<file path="config.mk">
export PLATFORM = sky130hd
export DESIGN_NAME = nibble_serial_adder_flat
export DESIGN_NICKNAME = d
export VERILOG_FILES = /design/src/rtl/nibble_serial_adder_if.sv /design/src/rtl/nibble_serial_adder.sv /design/src/flat_wrapper.sv
export SDC_FILE = /design/constraint.sdc
export NUM_CORES = 1
export LEC_CHECK = 0
export BUFFER_PORTS_ARGS = -buffer_cell sky130_fd_sc_hd__clkbuf_2
export CAP_MARGIN = 10
export CORE_UTILIZATION = 49
export DETAILED_ROUTE_END_ITERATION = 16
export PLACE_DENSITY = 0.75
export SKIP_CTS_REPAIR_TIMING = 1
export SYNTH_ARGS = -nofsm -noshare
export SYNTH_HDL_FRONTEND = slang
export SYNTH_SLANG_ARGS = --single-unit
export TNS_END_PERCENT = 10
</file>
<file path="constraint.sdc">
create_clock -name i_clk -period 2.65 [get_ports i_clk]
set_input_delay 0.53 -clock i_clk [delete_from_list [all_inputs] [get_ports i_clk]]
set_output_delay 0.53 -clock i_clk [all_outputs]
set_load 0.005 [all_outputs]
</file>
<file path="src/rtl/nibble_serial_adder_if.sv">
// Bus bundle between the nibble serial adder and its controller.
// The controller drives the operands and the start level. The adder returns its registered result and status.
interface nibble_serial_adder_if #(
    parameter int unsigned WIDTH = 16
);
    logic             run;
    logic [WIDTH-1:0] a;
    logic [WIDTH-1:0] b;
    logic [WIDTH-1:0] sum;
    logic             load;
    logic             cout;
    logic             ovf;
    logic             busy;

    modport master (
        output run, a, b,
        input  sum, load, cout, ovf, busy
    );

    modport slave (
        input  run, a, b,
        output sum, load, cout, ovf, busy
    );
endinterface

</file>
<file path="src/rtl/nibble_serial_adder.sv">
// Adds two captured operands one SLICE-bit slice per clock, LSB slice first.
// The final result is held on sum, and load pulses for one cycle so that reg_16 can latch it.
module nibble_serial_adder #(
    parameter int unsigned WIDTH = 16,
    parameter int unsigned SLICE = 4
) (
    input logic                  i_clk,
    input logic                  i_rst_n,
    nibble_serial_adder_if.slave bus
);
    localparam int unsigned N  = WIDTH / SLICE;
    localparam int unsigned CW = (N > 1) ? $clog2(N) : 1;

    typedef enum logic [1:0] {StIdle, StAdd, StDone, StHold} state_e;

    state_e                  r_state, w_state_next;
    logic [N-1:0][SLICE-1:0] r_op_a, w_op_a_next;
    logic [N-1:0][SLICE-1:0] r_op_b, w_op_b_next;
    logic [N-1:0][SLICE-1:0] r_sum, w_sum_next;
    logic [CW-1:0]           r_cnt, w_cnt_next;
    logic                    r_carry, w_carry_next;
    logic                    r_cout, w_cout_next;
    logic                    r_ovf, w_ovf_next;
    logic [SLICE:0]          w_slice;
    logic                    w_last;

    // Bit SLICE of w_slice holds the carry into the next slice.
    assign w_slice = {1'b0, r_op_a[r_cnt]} + {1'b0, r_op_b[r_cnt]} + {{SLICE{1'b0}}, r_carry};
    assign w_last  = (r_cnt == CW'(N - 1));

    always_comb begin
        w_state_next = r_state;
        w_op_a_next  = r_op_a;
        w_op_b_next  = r_op_b;
        w_sum_next   = r_sum;
        w_cnt_next   = r_cnt;
        w_carry_next = r_carry;
        w_cout_next  = r_cout;
        w_ovf_next   = r_ovf;

        unique case (r_state)
            StIdle: begin
                if (bus.run) begin
                    w_op_a_next  = bus.a;
                    w_op_b_next  = bus.b;
                    w_carry_next = 1'b0;
                    w_cnt_next   = '0;
                    w_state_next = StAdd;
                end
            end
            StAdd: begin
                w_sum_next[r_cnt] = w_slice[SLICE-1:0];
                w_carry_next      = w_slice[SLICE];
                if (w_last) begin
                    // Signed overflow: operands agree in sign but the result does not.
                    w_cout_next  = w_slice[SLICE];
                    w_ovf_next   = (r_op_a[N-1][SLICE-1] == r_op_b[N-1][SLICE-1]) &&
                                   (w_slice[SLICE-1] != r_op_a[N-1][SLICE-1]);
                    w_state_next = StDone;
                end else begin
                    w_cnt_next = r_cnt + 1'b1;
                end
            end
            StDone: begin
                w_state_next = StHold;
            end
            StHold: begin
                // Wait for run to drop so that one press gives exactly one add.
                if (!bus.run) begin
                    w_state_next = StIdle;
                end
            end
            default: begin
                w_state_next = StIdle;
            end
        endcase
    end

    always_ff @(posedge i_clk or negedge i_rst_n) begin
        if (!i_rst_n) begin
            r_state <= StIdle;
            r_op_a  <= '0;
            r_op_b  <= '0;
            r_sum   <= '0;
            r_cnt   <= '0;
            r_carry <= 1'b0;
            r_cout  <= 1'b0;
            r_ovf   <= 1'b0;
        end else begin
            r_state <= w_state_next;
            r_op_a  <= w_op_a_next;
            r_op_b  <= w_op_b_next;
            r_sum   <= w_sum_next;
            r_cnt   <= w_cnt_next;
            r_carry <= w_carry_next;
            r_cout  <= w_cout_next;
            r_ovf   <= w_ovf_next;
        end
    end

    assign bus.sum  = r_sum;
    assign bus.load = (r_state == StDone);
    assign bus.busy = (r_state == StAdd) || (r_state == StDone);
    assign bus.cout = r_cout;
    assign bus.ovf  = r_ovf;
endmodule

</file>
<file path="src/flat_wrapper.sv">
// flat-port wrapper written by rule: the top's interface ports become plain ports
module nibble_serial_adder_flat 
#(
    parameter int unsigned WIDTH = 16,
    parameter int unsigned SLICE = 4
)
  (i_clk, i_rst_n, bus_run, bus_a, bus_b, bus_sum, bus_load, bus_cout, bus_ovf, bus_busy);
  nibble_serial_adder_if #(.WIDTH(WIDTH)) bus_i ();
  input logic i_clk;
  input logic i_rst_n;
  input wire logic [$bits(bus_i.run)-1:0] bus_run;
  input wire logic [$bits(bus_i.a)-1:0] bus_a;
  input wire logic [$bits(bus_i.b)-1:0] bus_b;
  output wire logic [$bits(bus_i.sum)-1:0] bus_sum;
  output wire logic [$bits(bus_i.load)-1:0] bus_load;
  output wire logic [$bits(bus_i.cout)-1:0] bus_cout;
  output wire logic [$bits(bus_i.ovf)-1:0] bus_ovf;
  output wire logic [$bits(bus_i.busy)-1:0] bus_busy;
  assign bus_i.run = bus_run;
  assign bus_i.a = bus_a;
  assign bus_i.b = bus_b;
  assign bus_sum = bus_i.sum;
  assign bus_load = bus_i.load;
  assign bus_cout = bus_i.cout;
  assign bus_ovf = bus_i.ovf;
  assign bus_busy = bus_i.busy;
  nibble_serial_adder #(.WIDTH(WIDTH), .SLICE(SLICE)) u_core (.i_clk(i_clk), .i_rst_n(i_rst_n), .bus(bus_i));
endmodule
</file>
==> results of run 1 <==
flip-flops by register name, summed over array words and instances, names as in the netlist:
signal           cells
u_core.r_carry       1
u_core.r_state       2
u_core.bus.ovf       1
u_core.r_op_b       16
u_core.bus.cout      1
u_core.r_op_a       16
u_core.r_cnt         2
u_core.bus.sum      16
cells by family after synthesis:
group / synth area share [%]
flip-flops: 50.93
multiplexers: 28.29
AND/OR/NAND/NOR: 5.372
AO/OA/AOI/OAI: 4.584
adder cells (fa/ha/maj): 7.037
buffers and inverters: 3.148
XOR/XNOR: 0.6483
metrics by stage:
stage	hold slack [ns]	total power, uW	util (%)	std cells
2_1_floorplan	0.2344	3146	-	186
3_3_place_gp	0.4655	3657	58.75	309
3_5_place_dp	0.4746	3727	58.75	309
4_1_cts	0.2529	4293	61.01	317
5_1_grt	0.2882	4592	61.03	317
6_report	0.2375	4262	61.03	317
layout make-up:
class	count	area [um2]
Fill cell	418	2028
Tap cell	70	87.58
Inverter	6	22.52
Multi-Input combinational cell	118	1244
Clock buffer	6	82.58
Clock inverter	2	35.03
Sequential cell	55	1378
Timing Repair Buffer	60	327.8
per-layer routing:
layer | track usage [%] | up-vias
li1 | - | 780
met1 | 26.08 | 777
met2 | 26.85 | 46
met3 | 4.072 | 2
met4 | 4.038 | 0
met5 | 0 | -
synthesized netlist by cell type (all sizes together):
cell type / number / area share [%]
nor2b: 1 / 0.23
o211ai: 1 / 0.46
a21oi: 3 / 0.97
buf: 7 / 2.3
mux2: 41 / 21
or3: 1 / 0.23
nor2: 3 / 0.42
a22oi: 1 / 0.28
mux2i: 1 / 0.37
or2: 1 / 0.23
dfrtp: 55 / 51
ha: 12 / 5.6
nor4: 1 / 0.23
o21ai: 14 / 2.6
a21o: 1 / 0.28
nor3: 2 / 0.37
nand2b: 1 / 0.23
mux4: 8 / 6.7
inv: 6 / 0.83
nand4: 1 / 0.23
nand4b: 1 / 0.32
xnor2: 2 / 0.65
fa: 2 / 1.5
nand2: 20 / 2.9
power by group:
group | internal (uW) | switching [uW]
registers | 1260 | 262
logic | 1180 | 998
clock network | 306 | 259
total | 2740 | 1520
final timing paths:
kind                                                     start                        endpoint  slack, ns  cells after the start
worst max register to register     u_core.r_cnt[0]$_DFFE_PN0P_   u_core.bus.sum[2]$_DFFE_PN0P_       0.20                      5
max in group asynchronous                              i_rst_n     u_core.r_cnt[0]$_DFFE_PN0P_       1.81                      2
worst min-delay path                                   i_rst_n   u_core.bus.sum[3]$_DFFE_PN0P_       0.24                      1
min in group i_clk                                   bus_a[14]   u_core.r_op_a[14]$_DFFE_PN0P_       0.45                      2
worst min register to register  u_core.bus.sum[11]$_DFFE_PN0P_  u_core.bus.sum[11]$_DFFE_PN0P_       0.49                      2
worst max-delay path               u_core.r_cnt[0]$_DFFE_PN0P_   u_core.bus.sum[2]$_DFFE_PN0P_       0.20                      5
==> metrics.yaml, run 1 <==
worst_setup_path:
  path_class: "reg -> reg"
  cp_max_fo: 4
  crit_top_cell: "fa_1"
  cp.arrival_ns: 2.63
  cp-start-kind: "register"
  path_buf_inv: 0
  slowest_stage: "mux4_2"
  path_cells: "mux4_2 -> fa_1 -> fa_1 -> xnor2_1 -> o21ai_0"
  critPathTopFamily: "adder cells"
  worstPathRequired_ns: 2.83
  end_kind: "register"
  cpPeakStageDelay_ns: 0.52
synthesis:
  syn_inst: 186
  ys_seq_area_share_pct: 50.93
  synth.avg_cell_area_um2: 14.53
  yosysWarnings: 0
  syn_area_um2: 2703
  synth_cell_types: 31
  ys_ff_latch: 55
  synth_fp_nets: 235
power_and_ir_drop:
  power_leakage_uw: 0.001609
  irDropWorstVdd_mv: 0.8164
  p_per_area_nw_per_um2: 1342
timing:
  setup_tns_ns: 0
  fmax_mhz: 407.8
  hold_viol: 0
  finalWorstSetupSlack_ns: 0.1976
  slew_viol_final: 0
  period_share_pct: 92.54
  rsz0062_at_grt: "false"
  relSlewSlack_pct: 56.82
  setup_violations: 0
  finalCriticalPeriod_ns: 2.452
  final.setup_skew_ns: 0.009188
  tightest_slew_ns: 0.6478
global_routing:
  grt_max_degree: 32
  grt_remaining_overflow: 0
  grt_util_all_layers_pct: 17.74
  grt_pass1_wl_um: 8017
  antenna_found_initial: 0
  grt_pass1_vias: 1593
layout:
  antenna_cells: 0
  drive_above_1_share_pct: 48.58
  layout.cells.most_common_list: "54 x clkbuf_2, 54 x dfrtp_1, 30 x mux2_4"
  nets: 295
  area_growth_pct: 17.55
  fin_area_um2: 3177
drt:
  wl_per_cell_um: 15.04
  vias: 1605
  met3_length_um: 196
  vias_per_cell: 5.063
  wl_met2_um: 2148
  antenna_left: 0
  drt_pre_antenna_iters: 4
  drc: 0
  first_iter_violations: 29
  routed_wl_um: 4767
  wl_met1_um: 2392
  maxUsedRoutingLayer: "met4"
clock_tree:
  clock_latency_ns: 0.30
  cts_buffers: 5
  path_clk_slew_ns: 0.10
  max-clock-path-buffers: 2
  cts_sinks: 55
  cts_tree: "done"
  cts-htree-levels: 2
  cts_root_buffer: "clkbuf_8"
worst_hold_path:
  hp-class: "in -> async"
job:
  max_cap_viol_count: 0
floorplanning:
  fp.dieW_um: 76.27
  die_h_um: 76.27
  dieArea_um2: 5816
  initial_utilization_pct: 51.92
  io_pins: 55
  rows: 26
  core_area_um2: 5205
placed_design:
  place_area_um2: 3058
  pre_cts_ws_ns: 0.1897
  dpl.hpwl_um: 3668
  gp_congestion: 0.8236
  port_buffers: 54
status:
  outcome: "completed"
(Power assumes the default switching activity.)
==> inputs of run 2 (changes only) <==
--- a/config.mk
+++ b/config.mk
@@ -7,6 +7,7 @@
 export LEC_CHECK = 0
 export BUFFER_PORTS_ARGS = -buffer_cell sky130_fd_sc_hd__clkbuf_2
 export CAP_MARGIN = 10
+export CORE_MARGIN = 2
 export CORE_UTILIZATION = 49
 export DETAILED_ROUTE_END_ITERATION = 16
 export PLACE_DENSITY = 0.75
==> run 2 against run 1 <==
  * Combinational power about the same
  * Non-clock buffer count up 1
  * Critical path depth unchanged
  * Global-route usage down 0.69 points
  * Via count up 2.4%
  * Cell count up 0.95%
  * Clock power up 14%
  * Die area up 5.3%
  * Design area up 0.47%
  * Largest cell class unchanged
==> metrics.yaml, run 2 (synthesis results as in run 1) <==
worst_setup_path:
  cp_max_fo: 4  # unchanged
  end_kind: "register"
  cp-start-kind: "register"
  worstPathRequired_ns: 2.83  # about the same
  cp.arrival_ns: 2.68  # +0.05 ns
  path_class: "reg -> reg"
drt:
  routed_wl_um: 4849  # +1.7%
  wl_per_cell_um: 15.15  # +0.77%
  vias: 1643  # +2.4%
  drc: 0  # unchanged
  drt_pre_antenna_iters: 4  # unchanged
  vias_per_cell: 5.134  # +1.4%
  antenna_left: 0  # unchanged
  first_iter_violations: 36  # +24%
layout:
  fin_area_um2: 3192  # +0.47%
  drive_above_1_share_pct: 48.39  # -0.20 points
  fin_util_pct: 59.05  # -2.0 points
  layout_commonest_cell: "dfrtp_1"
  layout.cells.most_common_list: "55 x dfrtp_1, 54 x clkbuf_2, 30 x mux2_4"
  register_area_um2: 1376  # about the same
  fill_cells: 443  # +6.0%
  area_growth_pct: 18.10
  antenna_cells: 0  # unchanged
  multi_input_area_um2: 1244  # unchanged
  nets: 296  # +0.34%
timing:
  setup_tns_ns: 0  # unchanged
  finalCriticalPeriod_ns: 2.503  # +0.05085 ns
  final.setup_skew_ns: 0.008802  # -0.0003859 ns
  setup_violations: 0  # unchanged
  relSlewSlack_pct: 56.66  # -0.15 points
  period_share_pct: 94.46  # +1.9 points
  slew_viol_final: 0  # unchanged
  fmax_mhz: 399.5  # -2.0%
  tightest_slew_ns: 0.6501  # +0.002312 ns
  hold_viol: 0  # unchanged
  rsz0062_at_grt: "false"
clock_tree:
  cts_tree: "done"
  cts_sinks: 55  # unchanged
  cts_root_buffer: "clkbuf_8"
  cts-htree-levels: 2  # unchanged
  cts_buffers: 5  # unchanged
  path_clk_slew_ns: 0.10  # about the same
  max-clock-path-buffers: 2  # unchanged
  clock_latency_ns: 0.31  # about the same
placed_design:
  dpl.hpwl_um: 3782  # +3.1%
  gp_congestion: 0.7530  # -8.6%
  place_area_um2: 3055  # about the same
  port_buffers: 54  # unchanged
job:
  max_cap_viol_count: 0  # unchanged
global_routing:
  grt_remaining_overflow: 0  # unchanged
  grt_max_degree: 27  # -16%
  grt_pass1_wl_um: 7969  # -0.60%
  antenna_found_initial: 0  # unchanged
  grt_pass1_vias: 1643  # +3.1%
  grt_util_all_layers_pct: 17.06  # -0.69 points
floorplanning:
  die_h_um: 78.27  # +2.6%
  io_pins: 55  # unchanged
  rows: 27  # +3.8%
  dieArea_um2: 6125  # +5.3%
  initial_utilization_pct: 50.00  # -1.9 points
  fp.dieW_um: 78.27  # +2.6%
  core_area_um2: 5405  # +3.8%
worst_hold_path:
  hp-class: "in -> async"
power_and_ir_drop:
  irDropWorstVdd_mv: 0.6635  # -19%
  p_per_area_nw_per_um2: 1369  # +2.0%
  power_leakage_uw: 0.001613  # +0.29%
status:
  outcome: "completed"
run 2: changes by cell type in the layout (fill, tap and decap cells not counted):
cell,change
clkinvlp_4,+1
clkinv_2,-1
clkbuf_8,-1
dfrtp_1,+1
bufinv_16,+1
dfrtp_2,-1
buf_4,+2
buf_12,-1
run 2: stage by stage:
stage                     instances  hold slack, ns  setup slack (ns)  total power, uW
after floorplan                 186          0.2344            0.1482             3146
after global placement          312          0.4654            0.2431             3664
after detailed placement        312          0.4783            0.1495             3752
after CTS                       320          0.2527            0.1349             4397
after global routing            320          0.2800           0.01341             4705
final                           320          0.2334            0.1468             4368
run 2: area by class of cell:
class	count	share of cell area, %
clock inverter	3	2.117
tap	72	2.822
multi-input combinational	118	38.97
timing repair buffer	61	10.11
sequential	55	43.12
inverter	6	0.7056
clock buffer	5	2.156
run 2: power by group:
part,total (uW),internal (uW),switching (uW)
sequential,1530,1260,273
clock,643,377,267
combinational,2190,1190,1010
run 2: critical path: stages (launching register included):
cell     delay (ns)
dfrtp_1        0.43
mux4_2         0.54
fa_1           0.48
fa_1           0.47
xnor2_1        0.31
o21ai_0        0.14
run 2: routing by layer:
metal | part of all wire, % | track usage, % | routed length [um] | vias up
met5 | 0 | 0 | 0 | -
met4 | 1.4 | 5.088 | 70 | 0
met3 | 5.8 | 4.368 | 281 | 9
met2 | 46 | 27.59 | 2250 | 55
met1 | 46 | 22.87 | 2246 | 802
li1 | - | - | - | 777
run 2: path summary, 6_finish.rpt:
check,startpoint,end,slack (ns),depth (start not counted)
min in group i_clk,bus_a[1],u_core.r_op_a[1]$_DFFE_PN0P_,0.44,2
worst max-delay path,u_core.r_cnt[0]$_DFFE_PN0P_,u_core.bus.sum[2]$_DFFE_PN0P_,0.15,5
worst min-delay path,i_rst_n,u_core.r_op_a[12]$_DFFE_PN0P_,0.23,1
max in group asynchronous,i_rst_n,u_core.r_op_b[15]$_DFFE_PN0P_,1.75,2
worst max register to register,u_core.r_cnt[0]$_DFFE_PN0P_,u_core.bus.sum[2]$_DFFE_PN0P_,0.15,5
worst min register to register,u_core.bus.sum[7]$_DFFE_PN0P_,u_core.bus.sum[7]$_DFFE_PN0P_,0.49,2
